--- config.mk ---
export PLATFORM = sky130hd
export DESIGN_NAME = spatz_issue_scoreboard
export DESIGN_NICKNAME = d
export VERILOG_FILES = /design/src/rtl/spatz_pkg.sv /design/src/rtl/lzc.sv /design/src/rtl/spatz_sb_hazard_check.sv /design/src/rtl/spatz_issue_scoreboard.sv
export SDC_FILE = /design/constraint.sdc
export NUM_CORES = 1
export LEC_CHECK = 0
export CAP_MARGIN = 10
export CELL_PAD_IN_SITES_DETAIL_PLACEMENT = 0
export CELL_PAD_IN_SITES_GLOBAL_PLACEMENT = 2
export CORE_MARGIN = 1.5
export CORE_UTILIZATION = 39
export DETAILED_ROUTE_END_ITERATION = 8
export GPL_ROUTABILITY_DRIVEN = 0
export GPL_TIMING_DRIVEN = 0
export PLACE_DENSITY_LB_ADDON = 0.1
export SYNTH_ARGS = -nofsm -noshare
export SYNTH_HDL_FRONTEND = slang
export SYNTH_SLANG_ARGS = --single-unit
--- constraint.sdc ---
create_clock -name clk_i -period 4.1 [get_ports clk_i]
set_input_delay 1.025 -clock clk_i [delete_from_list [all_inputs] [get_ports clk_i]]
set_output_delay 1.025 -clock clk_i [all_outputs]
set_load 0.03 [all_outputs]
--- src/rtl/spatz_pkg.sv ---
// Shared Spatz types: instruction IDs, vector register specifiers and the
// issue-scoreboard entry layout.
package spatz_pkg;

    localparam int unsigned NrParallelInstructions = 4;
    localparam int unsigned NrVregs = 32;

    typedef logic [$clog2(NrParallelInstructions)-1:0] spatz_id_t;
    typedef logic [$clog2(NrVregs)-1:0] vreg_t;

    typedef struct packed {
        logic  busy;
        logic  wr;
        logic  rd1;
        logic  rd2;
        logic  rdd;
        vreg_t vd;
        vreg_t vs1;
        vreg_t vs2;
    } sb_entry_t;

    // Index of each completion port on the scoreboard.
    typedef enum logic [1:0] {
        RET_VFU   = 2'd0,
        RET_VLSU  = 2'd1,
        RET_VSLDU = 2'd2
    } retire_port_e;

endpackage

--- src/rtl/lzc.sv ---
// Trailing-zero counter: index of the lowest set bit, empty when no bit is set.
module lzc #(
    parameter int unsigned WIDTH     = 4,
    parameter int unsigned CNT_WIDTH = (WIDTH > 1) ? $clog2(WIDTH) : 1
) (
    input  logic [WIDTH-1:0]     in_i,
    output logic [CNT_WIDTH-1:0] cnt_o,
    output logic                 empty_o
);

    always_comb begin
        cnt_o   = '0;
        empty_o = ~|in_i;
        // Scan downward so the lowest set bit is the last to be written.
        for (int i = WIDTH - 1; i >= 0; i--) begin
            if (in_i[i]) cnt_o = CNT_WIDTH'(i);
        end
    end

endmodule

--- src/rtl/spatz_sb_hazard_check.sv ---
// Compares one scoreboard entry against the incoming issue payload and flags
// read-after-write, write-after-write and write-after-read conflicts.
module spatz_sb_hazard_check
    import spatz_pkg::*;
(
    input  sb_entry_t entry,
    input  vreg_t     vs1,
    input  vreg_t     vs2,
    input  vreg_t     vd,
    input  logic      use_vs1,
    input  logic      use_vs2,
    input  logic      use_vd,
    input  logic      vd_is_src,
    output logic      raw,
    output logic      waw,
    output logic      war
);

    logic src_vd;

    assign src_vd = use_vd && vd_is_src;

    assign raw = entry.busy && entry.wr &&
                 ((use_vs1 && (vs1 == entry.vd)) ||
                  (use_vs2 && (vs2 == entry.vd)) ||
                  (src_vd  && (vd  == entry.vd)));

    assign waw = entry.busy && entry.wr && use_vd && (vd == entry.vd);

    assign war = entry.busy && use_vd &&
                 ((entry.rd1 && (entry.vs1 == vd)) ||
                  (entry.rd2 && (entry.vs2 == vd)) ||
                  (entry.rdd && (entry.vd  == vd)));

endmodule

--- src/rtl/spatz_issue_scoreboard.sv ---
// Issue scoreboard: hands out instruction IDs, tracks register usage of
// in-flight instructions and stalls issue on register hazards.
module spatz_issue_scoreboard
    import spatz_pkg::*;
#(
    parameter int unsigned NrIds         = NrParallelInstructions,
    parameter int unsigned NrRetirePorts = 3
) (
    input  logic                            clk_i,
    input  logic                            rst_i,
    input  logic                            issue_valid_i,
    output logic                            issue_ready_o,
    input  vreg_t                           issue_vs1_i,
    input  vreg_t                           issue_vs2_i,
    input  vreg_t                           issue_vd_i,
    input  logic                            issue_use_vs1_i,
    input  logic                            issue_use_vs2_i,
    input  logic                            issue_use_vd_i,
    input  logic                            issue_vd_is_src_i,
    output spatz_id_t                       issue_id_o,
    input  logic [NrRetirePorts-1:0]        retire_valid_i,
    input  spatz_id_t [NrRetirePorts-1:0]   retire_id_i,
    output logic [NrIds-1:0]                busy_o,
    output logic                            idle_o,
    output logic                            retire_err_o
);

    localparam int unsigned IdxW = (NrIds > 1) ? $clog2(NrIds) : 1;

    sb_entry_t [NrIds-1:0] entry_q, entry_d;
    logic [NrIds-1:0]      busy, busy_d, raw, waw, war;
    logic [IdxW-1:0]       free_idx;
    logic                  none_free;
    logic                  hazard;
    logic                  retire_err_d;
    logic                  idle_q;
    logic                  retire_err_q;

    for (genvar i = 0; i < NrIds; i++) begin : gen_entry
        assign busy[i] = entry_q[i].busy;

        spatz_sb_hazard_check i_hazard (
            .entry     (entry_q[i]),
            .vs1       (issue_vs1_i),
            .vs2       (issue_vs2_i),
            .vd        (issue_vd_i),
            .use_vs1   (issue_use_vs1_i),
            .use_vs2   (issue_use_vs2_i),
            .use_vd    (issue_use_vd_i),
            .vd_is_src (issue_vd_is_src_i),
            .raw       (raw[i]),
            .waw       (waw[i]),
            .war       (war[i])
        );
    end

    lzc #(
        .WIDTH     (NrIds),
        .CNT_WIDTH (IdxW)
    ) i_free_lzc (
        .in_i    (~busy),
        .cnt_o   (free_idx),
        .empty_o (none_free)
    );

    assign hazard        = |(raw | waw | war);
    assign issue_ready_o = !none_free && !hazard;
    assign issue_id_o    = none_free ? '0 : spatz_id_t'(free_idx);

    always_comb begin
        entry_d      = entry_q;
        retire_err_d = 1'b0;
        // Busy is checked against registered state, so two ports retiring the
        // same ID in one cycle free it once without flagging an error.
        for (int p = 0; p < NrRetirePorts; p++) begin
            if (retire_valid_i[p]) begin
                if (entry_q[retire_id_i[p]].busy) entry_d[retire_id_i[p]].busy = 1'b0;
                else retire_err_d = 1'b1;
            end
        end
        if (issue_valid_i && issue_ready_o) begin
            entry_d[issue_id_o] = sb_entry_t'{
                busy: 1'b1,
                wr:   issue_use_vd_i,
                rd1:  issue_use_vs1_i,
                rd2:  issue_use_vs2_i,
                rdd:  issue_use_vd_i && issue_vd_is_src_i,
                vd:   issue_vd_i,
                vs1:  issue_vs1_i,
                vs2:  issue_vs2_i
            };
        end
        for (int i = 0; i < NrIds; i++) busy_d[i] = entry_d[i].busy;
    end

    always_ff @(posedge clk_i) begin
        if (rst_i) begin
            entry_q      <= '0;
            idle_q       <= 1'b1;
            retire_err_q <= 1'b0;
        end else begin
            entry_q      <= entry_d;
            idle_q       <= ~|busy_d;
            retire_err_q <= retire_err_d;
        end
    end

    assign busy_o       = busy;
    assign idle_o       = idle_q;
    assign retire_err_o = retire_err_q;

endmodule

; Yosys cells after proc, flatten, opt, wreduce, memory -nomap -nowiden
; Index checks and enable logic that the tools add are counted.
[word_totals]
ram_bits = 0
latch_bits = 0
mem_bits_ro = 0
output_inout_bits = 9
wordCells = 181
input_bits = 31
n_memories = 0
ff_bits = 82
[classes]
div_mod_pow = 0
n_mul = 0
addsub = 0
muxes = 36
shifts = 0
magnitude_cmp = 8
n_eq_ne = 24
bitwise_logic = 3
n_reduce_logical = 76
[op_table]
columns = operator, n
row1 = 80-bit 2-to-1 mux, 7
row2 = 80-bit bitwise mux, 4
row3 = 20-bit demux with 2-bit select, 4
row4 = 20-bit 2-to-1 mux, 7
row5 = 20-bit binary-select mux with 2-bit select, 3
row6 = 5-bit equality test, 24
row7 = 1-bit logical AND, 55
row8 = 1-bit logical OR, 16
row9 = 2-bit by 3-bit < comparator with 1-bit output (second input constant), 4
row10 = 4-bit OR reduction, 3
row11 = 2-bit 2-to-1 mux, 5
row12 = 2-bit by 1-bit >= comparator with 1-bit output (second input constant), 4
row13 = 4-bit bitwise OR, 2
row14 = 1-bit 2-to-1 mux, 6
row15 = 4-bit inverter, 1
row16 = 1-bit zero test, 2

; Longest topological paths before layout
[logic_depth]
ltp_word = 17
depth_mapped = 11
mapped_depth_nobuf = 8

; Cells and area by module
; A second synthesis with hierarchy kept.
[hier_totals]
hier_cells = 595
area_unflattened_um2 = 4946.0
[by_module_without_submodules]
columns = module, cells_each, seq_area_each_um2, area_each_um2, instances
row1 = spatz_issue_scoreboard, 417, 1641.6, 3548.4, 1
row2 = spatz_sb_hazard_check, 43, 0.0, 340.3, 4
row3 = lzc, 6, 0.0, 36.3, 1

; Worst setup path after synthesis
; No wires, ideal clock.
[synth_path]
kind = input port to output port
from = input port issue_vd_i[3]
to = output port issue_ready_o
arrival_ns = 2.486
path_buffers = 2
cell_stages = 9
slack_ns = 0.589
required_ns = 3.075
cell_sequence = buf_4 -> buf_6 -> xor2_1 -> nor4_1 -> o2111ai_1 -> nand4_1 -> nor3_4 -> nand2_1 -> nor2_1
[synth_between]
elab_chain_cells = 9
elab_cells_between_ends = 61
cone_classes = 16 x eq/ne / 2 x bitwise / 43 x reduce/logical
[synth_rtl]
columns = element, line
row1 = from (decl), spatz_issue_scoreboard.sv:15  ; input vreg_t issue_vd_i,
row2 = 5-bit equality test (on tied branches), n/a
row3 = 1-bit logical AND (on tied branches), "spatz_sb_hazard_check.sv:26, spatz_sb_hazard_check.sv:31, spatz_sb_hazard_check.sv:32"
row4 = 1-bit logical OR (on tied branches), "spatz_sb_hazard_check.sv:25, spatz_sb_hazard_check.sv:31"
row5 = 1-bit logical AND or 1-bit logical OR (tied branches), "spatz_sb_hazard_check.sv:23, spatz_sb_hazard_check.sv:32"
row6 = 4-bit bitwise OR or 1-bit logical AND (tied branches), "spatz_issue_scoreboard.sv:66, spatz_sb_hazard_check.sv:30"
row7 = 4-bit bitwise OR *, spatz_issue_scoreboard.sv:66  ; assign hazard = |(raw | waw | war);
row8 = 4-bit OR reduction *, spatz_issue_scoreboard.sv:66
row9 = 1-bit zero test *, spatz_issue_scoreboard.sv:67  ; assign issue_ready_o = !none_free && !hazard;
row10 = 1-bit logical AND *, spatz_issue_scoreboard.sv:67
row11 = to (decl), spatz_issue_scoreboard.sv:12  ; output logic issue_ready_o,
; Every way passes the cells marked *; elsewhere a longest branch is shown, timed or not.

; Final worst setup path
[layout_path]
from = input port issue_vd_i[4]
to = output port issue_ready_o
; Same word-level chain as after synthesis.

==> results.yml <==
floorplanning:
  die_w_um: 111
  core_um2: 11400
  dieArea_um2: 12300
  num_io_pins: 40
  rows: 39
  start_util_pct: 39.8
  die_y_um: 111
worst_setup_path:
  cp-start-kind: "primary input"
  critPathArrivalTime_ns: 2.98
  cp_data_required_time_ns: 3.07
  crit_fanout: 10
  worst-setup-path-type: "primary input to output pin"
  end_kind: "output pin"
cts:
  htreeDepth: 3
  clk_latency_ns: 0.35
  clockBufferDepth: 2
  cts.reportedPaths.clkPinSlew_ns: 0.07
  post_cts_buffers: 0
  cts_tree: "built"
  cts_sinks: 82
  numCtsBuffers: 9
  cts_root_buf: "clkbuf_16"
power:
  ir_drop_mv: 0.166
  p_leak_uw: 0.00252
  p_total_uw: 1950
  clkPwrFrac_pct: 42.4
  power.internal_uw: 1430
  seqPwrFrac_pct: 43.4
  combPwrFrac_pct: 14.1
  switchingPower_uw: 520
  pwr_density_cell_nw_per_um2: 372
  switching_share_pct: 26.7
sta:
  clock_skew_ns: 0.0112
  fin_crit_ns: 4.01
  drv_slew: 0
  maxSlewHeadroom_pct: 50.0
  final.period_utilization_pct: 97.8
  tns_ns: 0
  max_freq_ghz: 0.249
  worstMarginPinSlew_ns: 0.750
  finalSetupViolCount: 0
  final-hold-violation-count: 0
  grt_setup_unrepaired: "no"
grt:
  gr-total-overflow: 0
  grt_pass1_vias: 3677
  grt_pass1_wl_um: 21600
  grt_max_degree: 14
  track_usage_pct: 23.4
  antenna_found_initial: 0
place:
  numPortBuffers: 22
  dp_hpwl_um: 9620
logic_synthesis:
  synth_seq_cells: 82
  synthesis.nets: 514
  syn_inst: 483
  synth_area_um2: 4520
  yosysWarnings: 0
  syn_area_per_cell_um2: 9.37
  synth_cell_types: 33
  synth_edf_count: 0
  yosysSeqAreaShare_pct: 36.3
  ys_async_sr_fraction_pct: 0
  synthFlopType: "dfxtp_1"
run_status:
  run_status: "finished clean"
routing:
  drcViolationCount: 0
  num_vias: 3524
  drtIter0Drc: 225
  firstDrtPassIters: 4
  routedWlPerCell_um: 20.6
  wl_um: 13700
  vias_per_cell: 5.31
  ant_nets: 0
min_path:
  hold_path.class: "register to register"
layout:
  layout.nets: 547
  drive_above_1_share_pct: 10.2
  n_antenna_cell: 0
  final_common_cell: "dfxtp_1"
  syn2layout_area_growth_pct: 15.8
  most-common-layout-cells: "dfxtp_1, nor2_1, mux2i_1, xor2_1, xnor2_1"
flow_run:
  maxCapViolations: 0
-- repair_timing --
| item | 4_1_cts | 5_1_grt |
|---|---|---|
| endpoints found under the setup margin | 1 | 1 |
| gates resized for setup | 3 | 2 |
| hold buffers | 0 | 0 |
-- critical path: stages --
cell           delay [ns]
buf_4                0.17
buf_6                0.17
xor2_1               0.15
nor4_1               0.39
o2111ai_1            0.28
o21ai_0              0.22
nor3_4               0.09
nand2_1              0.09
nor2_1               0.04
dlygate4sd2_1        0.37
-- cell families after synthesis --
kind of cell / synth area share, %
AND/OR/NAND/NOR: 16.9
AO/OA/AOI/OAI: 2.90
buffers and inverters: 6.25
XOR/XNOR: 19.4
multiplexers: 18.3
flip-flops: 36.3
-- final cells by class --
type                    count  area [um^2]
well taps                 143          179
repair buffers             22          218
fillers                  1126         6130
inverters                   5         18.8
flip-flops and latches     82         1640
clock inverters             4         51.3
clock buffers              12          246
plain buffers              42          264
multi-input cells         354         2620
-- synthesized netlist by cell type (4+ instances only) --
| master | n | area (um^2) |
|---|---|---|
| a21oi_1 | 5 | 25.0 |
| and2_1 | 7 | 43.8 |
| buf_2 | 10 | 50.1 |
| buf_4 | 19 | 143 |
| clkbuf_1 | 9 | 33.8 |
| dfxtp_1 | 82 | 1640 |
| inv_1 | 5 | 18.8 |
| mux2i_1 | 76 | 761 |
| nand2_1 | 9 | 33.8 |
| nand3_1 | 10 | 50.1 |
| nand4_1 | 21 | 131 |
| nor2_1 | 79 | 297 |
| nor4_1 | 20 | 125 |
| o2111ai_1 | 5 | 43.8 |
| o21ai_0 | 4 | 20.0 |
| xnor2_1 | 32 | 280 |
| xor2_1 | 68 | 596 |
-- registers in the layout (all words and copies together), names as in the netlist --
register and flops:
busy_o 4, entry_q 76, retire_err_o 1, idle_o 1
-- stage by stage --
step / util [%] / setup WS (ns) / cell area (um^2) / hold slack [ns] / std cells
floorplan: - / 0.589 / 4520 / 0.463 / 483
global placement: 43.3 / -0.377 / 4920 / 0.477 / 648
detailed placement: 43.3 / -0.380 / 4920 / 0.487 / 648
CTS: 46.0 / 0.0985 / 5230 / 0.511 / 664
global route: 46.1 / 0.00467 / 5240 / 0.533 / 664
finish: 46.1 / 0.0903 / 5240 / 0.508 / 664
-- power by group through the flow --
stage | Combinational, uW | Clock (uW) | Sequential (uW)
6_report | 276 | 827 | 847
5_1_grt | 300 | 873 | 850
4_1_cts | 276 | 839 | 847
3_5_place_dp | 275 | 0 | 864
3_3_place_gp | 275 | 0 | 863
2_1_floorplan | 185 | 0 | 862
-- layer usage --
| metal | GRT usage [%] | vias up | wire, um |
|---|---|---|---|
| met5 | 0 | - | 0 |
| met4 | 10.7 | 0 | 399 |
| met3 | 3.72 | 28 | 575 |
| met2 | 36.8 | 107 | 6130 |
| met1 | 31.6 | 1684 | 6550 |
| li1 | - | 1705 | - |
-- worst paths after layout --
kind            startpoint            end  slack (ns)  depth (start not counted)
max          issue_vd_i[4]  issue_ready_o        0.09                         10
min            entry_q[57]    entry_q[57]        0.51                          2
max reg2reg    entry_q[69]    entry_q[60]        1.61                          9
min reg2reg    entry_q[57]    entry_q[57]        0.51                          2
No activity file was read; power rests on OpenSTA's default activity.
